### src/rtl/crossbar_stream.sv
// crossbar_stream: NIN-input, NOUT-output streaming crossbar with one
// registered stage per output and all-or-nothing multicast.
//
// Ports:
//   clk, rst_n          clock, asynchronous active-low reset
//   in_data/in_valid    NIN input streams, input i at [i*DW +: DW]
//   in_ready            per-input ready (combinational)
//   select              NOUT fields of SW bits; field j names the source of
//                       output j, codes >= NIN disable that output
//   out_data/out_valid  registered output streams, output j at [j*DW +: DW]
//   out_ready           per-output downstream ready
//   clr_err, err        sticky flag for select codes >= NIN other than all-ones
module crossbar_stream #(
   parameter int unsigned DW   = 8,
   parameter int unsigned NIN  = 3,
   parameter int unsigned NOUT = 3,
   parameter int unsigned SW   = 2
) (
   input  logic               clk,
   input  logic               rst_n,
   input  logic [NIN*DW-1:0]  in_data,
   input  logic [NIN-1:0]     in_valid,
   output logic [NIN-1:0]     in_ready,
   input  logic [NOUT*SW-1:0] select,
   output logic [NOUT*DW-1:0] out_data,
   output logic [NOUT-1:0]    out_valid,
   input  logic [NOUT-1:0]    out_ready,
   input  logic               clr_err,
   output logic               err
);

   localparam logic [SW-1:0] NIN_C = SW'(NIN);
   localparam logic [SW-1:0] DIS_C = '1;

   logic [SW-1:0]      sel [NOUT];
   logic [NOUT-1:0]    en;
   logic [NOUT-1:0]    space;
   logic [NIN-1:0]     any_sel;
   logic [NIN-1:0]     blocked;
   logic [NIN-1:0]     fire;
   logic               err_set;

   logic [NOUT*DW-1:0] out_data_q,  out_data_d;
   logic [NOUT-1:0]    out_valid_q, out_valid_d;
   logic               err_q,       err_d;

   always_comb begin
      for (int unsigned j = 0; j < NOUT; j++) begin
         sel[j]   = select[j*SW +: SW];
         en[j]    = (sel[j] < NIN_C);
         space[j] = !out_valid_q[j] || out_ready[j];
      end
   end

   // An input is ready only if it has at least one enabled consumer and none
   // of its consumers is stalled, so a multicast beat lands everywhere at once.
   always_comb begin
      any_sel = '0;
      blocked = '0;
      for (int unsigned i = 0; i < NIN; i++) begin
         for (int unsigned j = 0; j < NOUT; j++) begin
            if (en[j] && (sel[j] == SW'(i))) begin
               any_sel[i] = 1'b1;
               if (!space[j]) blocked[i] = 1'b1;
            end
         end
      end
      in_ready = any_sel & ~blocked;
      fire     = in_valid & in_ready;
   end

   always_comb begin
      out_data_d  = out_data_q;
      out_valid_d = out_valid_q;
      err_set     = 1'b0;
      for (int unsigned j = 0; j < NOUT; j++) begin
         if (out_ready[j]) out_valid_d[j] = 1'b0;
         for (int unsigned i = 0; i < NIN; i++) begin
            if (en[j] && (sel[j] == SW'(i)) && fire[i]) begin
               out_valid_d[j]           = 1'b1;
               out_data_d[j*DW +: DW]   = in_data[i*DW +: DW];
            end
         end
         if (!en[j] && (sel[j] != DIS_C)) err_set = 1'b1;
      end
      if (err_set)      err_d = 1'b1;
      else if (clr_err) err_d = 1'b0;
      else              err_d = err_q;
   end

   always_ff @(posedge clk or negedge rst_n) begin
      if (!rst_n) begin
         out_data_q  <= '0;
         out_valid_q <= '0;
         err_q       <= 1'b0;
      end else begin
         out_data_q  <= out_data_d;
         out_valid_q <= out_valid_d;
         err_q       <= err_d;
      end
   end

   assign out_data  = out_data_q;
   assign out_valid = out_valid_q;
   assign err       = err_q;

endmodule

### config.mk
export PLATFORM = sky130hd
export DESIGN_NAME = crossbar_stream
export DESIGN_NICKNAME = d
export VERILOG_FILES = /design/src/rtl/crossbar_stream.sv
export SDC_FILE = /design/constraint.sdc
export NUM_CORES = 1
export LEC_CHECK = 0
export BUFFER_PORTS_ARGS = -buffer_cell sky130_fd_sc_hd__buf_2
export CAP_MARGIN = 40
export CELL_PAD_IN_SITES_DETAIL_PLACEMENT = 2
export CELL_PAD_IN_SITES_GLOBAL_PLACEMENT = 2
export CORE_ASPECT_RATIO = 1.25
export CORE_MARGIN = 2
export CORE_UTILIZATION = 28
export DETAILED_ROUTE_END_ITERATION = 16
export PLACE_DENSITY = 0.83
export SYNTH_ARGS = -nofsm -noshare
export SYNTH_HDL_FRONTEND = slang
export SYNTH_SLANG_ARGS = --single-unit
### constraint.sdc
create_clock -name clk -period 2.4 [get_ports clk]
set_clock_uncertainty 0.2 [all_clocks]
set_input_delay 0.24 -clock clk [delete_from_list [all_inputs] [get_ports clk]]
set_output_delay 0.24 -clock clk [all_outputs]
set_load 0.005 [all_outputs]
# --- Yosys cells after proc, flatten, opt, wreduce, memory -nomap -nowiden ---
# Cells that the tools add are included.
totals:
  in_bits: 39
  mem_bits_ro: 0
  ramBits: 0
  latchBits: 0
  mem_count: 0
  output_inout_bits: 31
  reg_bits: 28
  wordCells: 113
op_classes:
  n_reduce_logical: 40
  bitwise: 3
  eq_ne: 9
  n_lt_le_gt_ge: 3
  n_div: 0
  mux: 51
  n_addsub: 0
  shifts: 0
  mul: 0
op_table:
  columns: ["operator", "n"]
  rows:
  - ["8-bit 2-to-1 mux", 9]
  - ["1-bit 2-to-1 mux", 42]
  - ["1-bit logical AND", 21]
  - ["4-bit nonzero test", 3]
  - ["3-bit nonzero test", 3]
  - ["3-bit AND", 2]
  - ["2-bit by 1-bit == test with 1-bit output, second input constant", 3]
  - ["2-bit == test, second input constant", 3]
  - ["1-bit zero test", 6]
  - ["2-bit zero test", 3]
  - ["2-bit < comparator, second input constant", 3]
  - ["2-bit inequality test, second input constant", 3]
  - ["1-bit logical OR", 3]
  - ["3-bit inverter", 1]
  - ["2-bit nonzero test", 1]

# --- Depth between registers and ports, before layout ---
# Gate-level depths: netlist (run 1).
depth:
  word_depth: 15
  ltp_mapped: 8
  depth_no_buf: 5

# --- Least setup slack after synthesis (run 1) ---
# OpenSTA, ideal clock, no wires.
synth_timing:
  path_type: "register to register"
  start: "reg out_valid_q[0] (netlist: out_valid[0])"
  end: "reg out_data_q[0] (netlist: out_data[0])"
  arrival_time_ps: 1770
  path_stages_with_launch: 8
  setup_time_ps: 126
  required_time_ps: 2074
  path_slack_ps: 304
  path_cell_list: "dfrtp_1 > nor2b_1 > buf_6 > a211oi_4 > a22oi_4 > and2b_1 > buf_6 > a221o_1"
synth_between:
  elab_chain_len: 14
  word_cells_on_any_way: 27
  classes_between: "18 x mux; 3 x bitwise; 6 x reduce/logical"
synth_lines:
  columns: ["item", "line_no", "text"]
  rows:
  - ["from (decl)", "44", "logic [NOUT-1:0] out_valid_q, out_valid_d;"]
  - ["from (signal assigned)", "98", "out_valid_q <= out_valid_d;"]
  - ["1-bit zero test (*)", "51", "space[j] = !out_valid_q[j] || out_ready[j];"]
  - ["1-bit logical OR (*)", "51", null]
  - ["1-bit 2-to-1 mux (*)", "64", "if (!space[j]) blocked[i] = 1'b1;"]
  - ["1-bit 2-to-1 mux", "62", "if (en[j] && (sel[j] == SW'(i))) begin"]
  - ["1-bit 2-to-1 mux", "64", null]
  - ["1-bit 2-to-1 mux", "62", null]
  - ["1-bit 2-to-1 mux", "64", null]
  - ["1-bit 2-to-1 mux", "62", null]
  - ["3-bit inverter (*)", "68", "in_ready = any_sel & ~blocked;"]
  - ["3-bit AND (*)", "68", null]
  - ["3-bit AND (*)", "69", "fire = in_valid & in_ready;"]
  - ["1-bit logical AND", "79", "if (en[j] && (sel[j] == SW'(i)) && fire[i]) begin"]
  - ["8-bit 2-to-1 mux (2 in a row)", "79", null]
  - ["to (signal assigned)", "97", "out_data_q <= out_data_d;"]
  - ["to (decl)", "43", "logic [NOUT*DW-1:0] out_data_q, out_data_d;"]
# Mark *: on every way between the ends. The rest lies on a longest branch, timed or not.
# A chain may end at the register's enable or synchronous reset.

# --- Final worst setup path (run 1) ---
layout_timing:
  start: "reg out_valid_q[1] (netlist: out_valid[1])"
  end: "reg out_data_q[3] (netlist: out_data[3])"
layout_between:
  elab_chain_len: 12
  word_cells_on_any_way: 23
  classes_between: "14 x mux; 3 x bitwise; 6 x reduce/logical"
layout_lines:
  columns: ["item", "line_no"]
  rows:
  - ["1-bit zero test (*)", "51"]
  - ["1-bit logical OR (*)", "51"]
  - ["1-bit 2-to-1 mux", "64"]
  - ["1-bit 2-to-1 mux", "62"]
  - ["1-bit 2-to-1 mux", "64"]
  - ["1-bit 2-to-1 mux", "62"]
  - ["3-bit inverter (*)", "68"]
  - ["3-bit AND (*)", "68"]
  - ["3-bit AND (*)", "69"]
  - ["1-bit logical AND", "79"]
  - ["8-bit 2-to-1 mux (2 in a row)", "79"]
# Marks and branches as above.

==> results of run 1 <==
-- state kept, by name, indices dropped and copies added (netlist names) --
| signal | count |
|---|---|
| out_data | 24 |
| out_valid | 3 |
-- power breakdown --
part	internal (mW)	switching, mW	leakage [nW]	total, mW
sequential	0.568	0.0716	0.322	0.639
clock	0.118	0.155	0.0217	0.273
combinational	0.257	0.278	0.641	0.535
total	0.942	0.504	0.984	1.45
-- worst min path at each step --
stage | startpoint | end | slack, ps | cells after the start
3_3_place_gp | rst_n | out_data[18] | 100 | 1
5_1_grt | in_data[18] | out_data[2] | 20 | 2
3_5_place_dp | rst_n | out_data[18] | 110 | 1
6_report | in_data[18] | out_data[2] | 20 | 2
2_1_floorplan | rst_n | out_data[0] | -260 | 0
4_1_cts | in_data[18] | out_data[2] | 10 | 2
-- cell usage in the layout (no fill, tap or decap), types with 2 or more instances in the layout --
| master | netlist | final |
|---|---|---|
| a211oi_2 | 8 | 9 |
| a21oi_1 | 8 | 8 |
| a221o_1 | 8 | 8 |
| a22oi_1 | 8 | 8 |
| a22oi_2 | 2 | 2 |
| a31oi_1 | 2 | 2 |
| and2b_1 | 2 | 2 |
| and3_1 | 3 | 3 |
| buf_2 | 3 | 67 |
| buf_4 | 1 | 14 |
| clkbuf_8 | 0 | 3 |
| dfrtp_1 | 27 | 27 |
| mux2i_1 | 8 | 8 |
| nand2_1 | 3 | 3 |
| nand2b_1 | 8 | 8 |
| nand3_1 | 9 | 9 |
| nor2_1 | 24 | 24 |
| nor2b_1 | 2 | 2 |
| o21ai_0 | 10 | 10 |
| o21ai_1 | 9 | 9 |
| o22ai_1 | 8 | 8 |
-- critical path, cell delays in order, from the launching register on --
cell and delay (ps):
dfrtp_1 390, or4b_1 530, and3_1 240, a22oi_4 140, and2b_1 420, a221o_1 230
-- layer usage --
metal	vias to the layer above	wire length, µm	global-route usage (%)
met5	-	0	0
met2	53	3810	36.8
li1	846	-	-
met4	0	114	5.65
met1	953	2760	25.8
met3	6	214	1.63
-- cell type report --
| class | instances | area share [%] |
|---|---|---|
| Clock buffer | 3 | 1.81 |
| Tap cell | 85 | 4.65 |
| Clock inverter | 1 | 0.328 |
| Timing Repair Buffer | 82 | 19.7 |
| Multi-Input combinational cell | 143 | 44.0 |
| Sequential cell | 27 | 29.5 |
-- kinds of logic after synthesis --
group           synth area share (%)
compound gates                  32.7
simple gates                    19.2
flops                           38.2
mux                             4.52
buf+inv                         5.30
other cells                    0.212
-- through the flow --
stage               cells  hold WS [ps]  area, µm²
CTS                   341          10.3       2290
global placement      336          99.9       2230
detailed placement    336           106       2230
finish                341          18.8       2290
global route          341          19.7       2290
floorplan             181          -256       1770
-- what timing repair did --
| item | in CTS | in global routing |
|---|---|---|
| endpoints found under the hold margin | 27 | 0 |
| resized for setup | 0 | 0 |
| endpoints found under the setup margin | 0 | 0 |
| hold buffers | 1 | 0 |
==> results.py, run 1 <==
metrics = {
    "place": {
        "pre_cts_ws_ps": 166,
        "gp_congestion": 0.792,
        "io_buffers": 67,
        "dp_hpwl_um": 5150,
    },
    "global_routing": {
        "gr-total-overflow": 0,
        "antenna_found_initial": 0,
        "grt_pass1_vias": 2039,
        "grt_max_degree": 28,
        "grt_pass1_wl_um": 10900,
        "grt_usage_pct": 20.6,
    },
    "clock_network": {
        "clk_latency_ps": 280,
        "cts.sinks": 27,
        "clk_path_buf_depth": 2,
        "path_clk_slew_ps": 110,
        "cts_made_buffers": 3,
        "h-tree-depth": 1,
        "root_buffer": "clkbuf_8",
        "cts_tree": "built",
        "cts_setup_buffers": 0,
    },
    "timing": {
        "rsz0062_at_grt": "no",
        "post-route-period-util_pct": 92.5,
        "hold_violations": 0,
        "tightestPinTransition_ps": 667,
        "finalCriticalPeriod_ps": 2220,
        "finalSetupViolCount": 0,
        "relSlewSlack_pct": 55.5,
        "max_clock_freq_mhz": 450,
        "maxSlewViolCount": 0,
        "fin_tns_setup_ps": 0,
        "setup_slack_ps": 180,
    },
    "critical_path": {
        "ff2ff_setup_slack_ps": 180,
        "critPathLaunch": "out_valid[1]",
        "r2r_cells": 5,
        "critPathCaptureType": "register",
        "critPathMaxFanout": 8,
        "crit_end": "out_data[3]",
        "r2r-start": "out_valid[1]",
        "setup.worst_path.start_class": "register",
        "r2r-end": "out_data[3]",
        "critical_path_arrival_ps": 2230,
        "setup.worst_path.class": "register to register",
        "required_ps": 2410,
    },
    "yosys": {
        "syn_area_per_cell_um2": 9.78,
        "yosysMostFrequentCell": "dfrtp_1",
        "synth_cells": 181,
        "yosysTopAreaCellShare_pct": 38.2,
        "dominantRegCellSynth": "dfrtp_1",
        "async_reset_ff_share_pct": 100,
        "syn_nets": 220,
        "ys_seq_area_share_pct": 38.2,
        "yosys.cell_types.count": 43,
        "synth_warnings": 0,
        "yosys-top-cells-area": "dfrtp_1 (38%), a211oi_2 (5.7%), nor2_1 (5.1%), a221o_1 (4.5%), mux2i_1 (4.5%)",
        "ys_ff_latch": 27,
        "synth_area_leader_cell": "dfrtp_1",
        "synth_common_cells": "dfrtp_1 (27), nor2_1 (24), o21ai_0 (10)",
        "synth_area_um2": 1770,
        "synth_edf_count": 0,
    },
    "final_layout": {
        "multi_input_area_um2": 1010,
        "fin_nets": 296,
        "seq_area_um2": 676,
        "final_core_util_pct": 37.3,
        "fill_cells": 718,
        "num_antenna_cells": 0,
        "syn2layout_area_growth_pct": 29.2,
        "layout-drive-gt1-share_pct": 40.6,
    },
    "run": {
        "max_cap_viol_count": 0,
    },
    "die": {
        "die_y_um": 92.9,
        "dieArea_um2": 6980,
        "start_util_pct": 28.9,
        "ios": 70,
        "rows": 32,
        "coreArea_um2": 6130,
        "dieWidth_um": 75.1,
    },
    "detailed_routing": {
        "viasPerCell": 5.45,
        "dr.pass1.iters": 4,
        "dr_total_vias": 1858,
        "drt-initial-drc-count": 78,
        "antenna_left": 0,
        "wire_per_inst_um": 20.2,
        "drcViolationCount": 0,
        "routed_wl_um": 6900,
    },
    "status": {
        "status": "finished clean",
    },
    "pwr": {
        "leakage_nw": 0.984,
        "power_mw": 1.45,
        "power_density_nw_per_um2": 633,
        "ir_worst_vdd_uv": 278,
    },
    "min_path": {
        "hp-class": "input pin to register",
    },
}
Note: power is estimated with default switching activity, not from simulation.
==> inputs of run 2 (changes only) <==
- ABC_AREA: unset -> 1
- PLACE_DENSITY: 0.83 -> 0.85
==> run 2 against run 1 <==
Against the previous run:
- the flow now finishes with violations (negative hold slack)
- critical endpoint is now in_ready[2]
- largest cell class unchanged
- register-to-register slack gained 160 ps
- critical path depth grew 2
- sequential share of layout area shrank 3.9 points
- worst hold slack lost 21 ps
- final cell count grew 33%
- die area grew 20%
- power grew 4.1%
- sequential cell count is the same
==> results.py, run 2 <==
metrics = {
    "status": {
        "status": "complete, but fails checks",
        "violations": "negative hold slack",
    },
    "clock_network": {
        "path_clk_slew_ps": 100,
        "ctsHoldBuffers": 4,
        "cts_resized": 0,
        "clk_path_buf_depth": 2,
        "clk_latency_ps": 280,
        "cts_setup_buffers": 0,
        "cts_made_buffers": 3,
        "h-tree-depth": 1,
        "cts_tree": "built",
        "root_buffer": "clkbuf_8",
        "cts.sinks": 27,
    },
    "place": {
        "pre_cts_ws_ps": 359,
        "gp_congestion": 0.801,
        "dp_hpwl_um": 6520,
        "io_buffers": 67,
    },
    "timing": {
        "setup_slack_ps": 294,
        "maxSlewViolCount": 0,
        "post-route-period-util_pct": 87.7,
        "finalSetupViolCount": 0,
        "whs_ps": -2.66,
        "max_clock_freq_mhz": 475,
        "fin_tns_setup_ps": 0,
        "finalCriticalPeriod_ps": 2110,
        "rsz0062_at_grt": "no",
        "hold_violations": 2,
        "tightestPinTransition_ps": 630,
        "relSlewSlack_pct": 58.0,
    },
    "yosys": {
        "syn_nets": 331,
        "async_reset_ff_share_pct": 100,
        "synth_area_leader_cell": "dfrtp_1",
        "synth_edf_count": 0,
        "syn_area_per_cell_um2": 7.36,
        "yosys.cell_types.count": 28,
        "ys_seq_area_share_pct": 31.5,
        "dominantRegCellSynth": "dfrtp_1",
        "synth_area_um2": 2150,
        "yosysMostFrequentCell": "nand2_1",
        "synth_common_cells": "nand2_1 (60), nand4_1 (58), nand3_1 (56)",
        "yosysTopAreaCellShare_pct": 31.5,
        "yosys-top-cells-area": "dfrtp_1 (31%), nand4_1 (17%), nand3_1 (13%), nand2_1 (10%), inv_1 (5.2%)",
        "synth_cells": 292,
        "synth_warnings": 0,
        "ys_ff_latch": 27,
    },
    "run": {
        "max_cap_viol_count": 0,
    },
    "detailed_routing": {
        "viasPerCell": 5.27,
        "dr_total_vias": 2384,
        "routed_wl_um": 8090,
        "wire_per_inst_um": 17.9,
        "drt-initial-drc-count": 72,
        "dr.pass1.iters": 4,
        "antenna_left": 0,
        "drcViolationCount": 0,
    },
    "min_path": {
        "whs_path_depth": 3,
        "worstHoldEndpoint": "out_data[7]",
        "hp-class": "input pin to register",
        "worstHoldStart": "in_data[23]",
    },
    "final_layout": {
        "fin_nets": 400,
        "layout-drive-gt1-share_pct": 30.8,
        "fill_cells": 902,
        "final_common_cell": "buf_2",
        "largest_register_ffs": 24,
        "syn2layout_area_growth_pct": 22.6,
        "num_antenna_cells": 0,
        "layout_common_cells": "buf_2 (67), nand2_1 (60), nand4_1 (58)",
    },
    "critical_path": {
        "setup.worst_path.start_class": "register",
        "critPathMaxFanout": 18,
        "critPathLaunch": "out_valid[2]",
        "critical_path_arrival_ps": 1670,
        "r2r_cells": 9,
        "ff2ff_setup_slack_ps": 340,
        "required_ps": 1960,
        "setup.worst_path.class": "register to primary output",
        "critPathCaptureType": "primary output",
        "r2r-start": "out_valid[0]",
        "r2r-end": "out_data[15]",
    },
    "global_routing": {
        "grt_pass1_wl_um": 13000,
        "antenna_found_initial": 0,
        "grt_max_degree": 28,
        "grt_pass1_vias": 2597,
        "grt_usage_pct": 19.9,
        "gr-total-overflow": 0,
    },
    "pwr": {
        "ir_worst_vdd_uv": 222,
        "leakage_nw": 1.42,
        "power_density_nw_per_um2": 572,
    },
    "die": {
        "start_util_pct": 29.0,
        "die_y_um": 102,
        "dieArea_um2": 8390,
        "coreArea_um2": 7400,
        "rows": 35,
        "dieWidth_um": 82.3,
        "ios": 70,
    },
}
-- run 2: worst max-delay path, cell delays in order (launching register included) --
cell,delay [ps]
dfrtp_1,400
inv_1,60
nor2_1,50
inv_1,100
nor2_1,50
nor2_1,230
and2_4,330
buf_2,170
-- run 2: how the worst max path moves through the flow --
| stage | end | slack [ps] | cells past startpoint |
|---|---|---|---|
| 2_1_floorplan | out_data[13] | 700 | 11 |
| 3_3_place_gp | out_data[15] | 430 | 9 |
| 3_5_place_dp | out_data[9] | 360 | 9 |
| 4_1_cts | in_ready[2] | 280 | 7 |
| 5_1_grt | out_data[15] | 170 | 9 |
| 6_report | in_ready[2] | 290 | 7 |
-- run 2: report_power, final --
| group | internal [mW] | switching, mW | total (mW) |
|---|---|---|---|
| clock network | 0.119 | 0.165 | 0.284 |
| registers | 0.575 | 0.0658 | 0.641 |
| logic | 0.243 | 0.337 | 0.581 |
-- run 2: cell type report --
class,instances,area [µm²],area share [%]
Clock buffer,3,41.3,1.57
Clock inverter,1,7.51,0.285
Inverter,38,145,5.51
Multi-Input combinational cell,211,1210,45.8
Sequential cell,27,676,25.7
Tap cell,92,115,4.37
Timing Repair Buffer,80,443,16.8
-- run 2: kinds of logic after synthesis --
logic type | share of synthesized area [%]
AND/OR/NAND/NOR | 55.7
buffers and inverters | 12.4
flip-flops | 31.5
AO/OA/AOI/OAI | 0.233
other | 0.175
-- run 2: metrics by stage --
stage / utilization [%] / instance area [µm²] / total power, mW / std cells
3_3_place_gp: 34.4 / 2540 / 1.20 / 444
3_5_place_dp: 34.4 / 2540 / 1.23 / 444
4_1_cts: 35.6 / 2630 / 1.52 / 452
6_report: 35.6 / 2630 / 1.51 / 452
5_1_grt: 35.6 / 2630 / 1.62 / 452
2_1_floorplan: - / 2150 / 0.961 / 292
-- run 2: metal layers --
metal	up-vias	wire, µm	track usage [%]
li1	1153	-	-
met1	1175	3350	23.0
met2	49	4340	38.4
met3	7	266	1.86
met4	0	125	4.49
met5	-	0	0
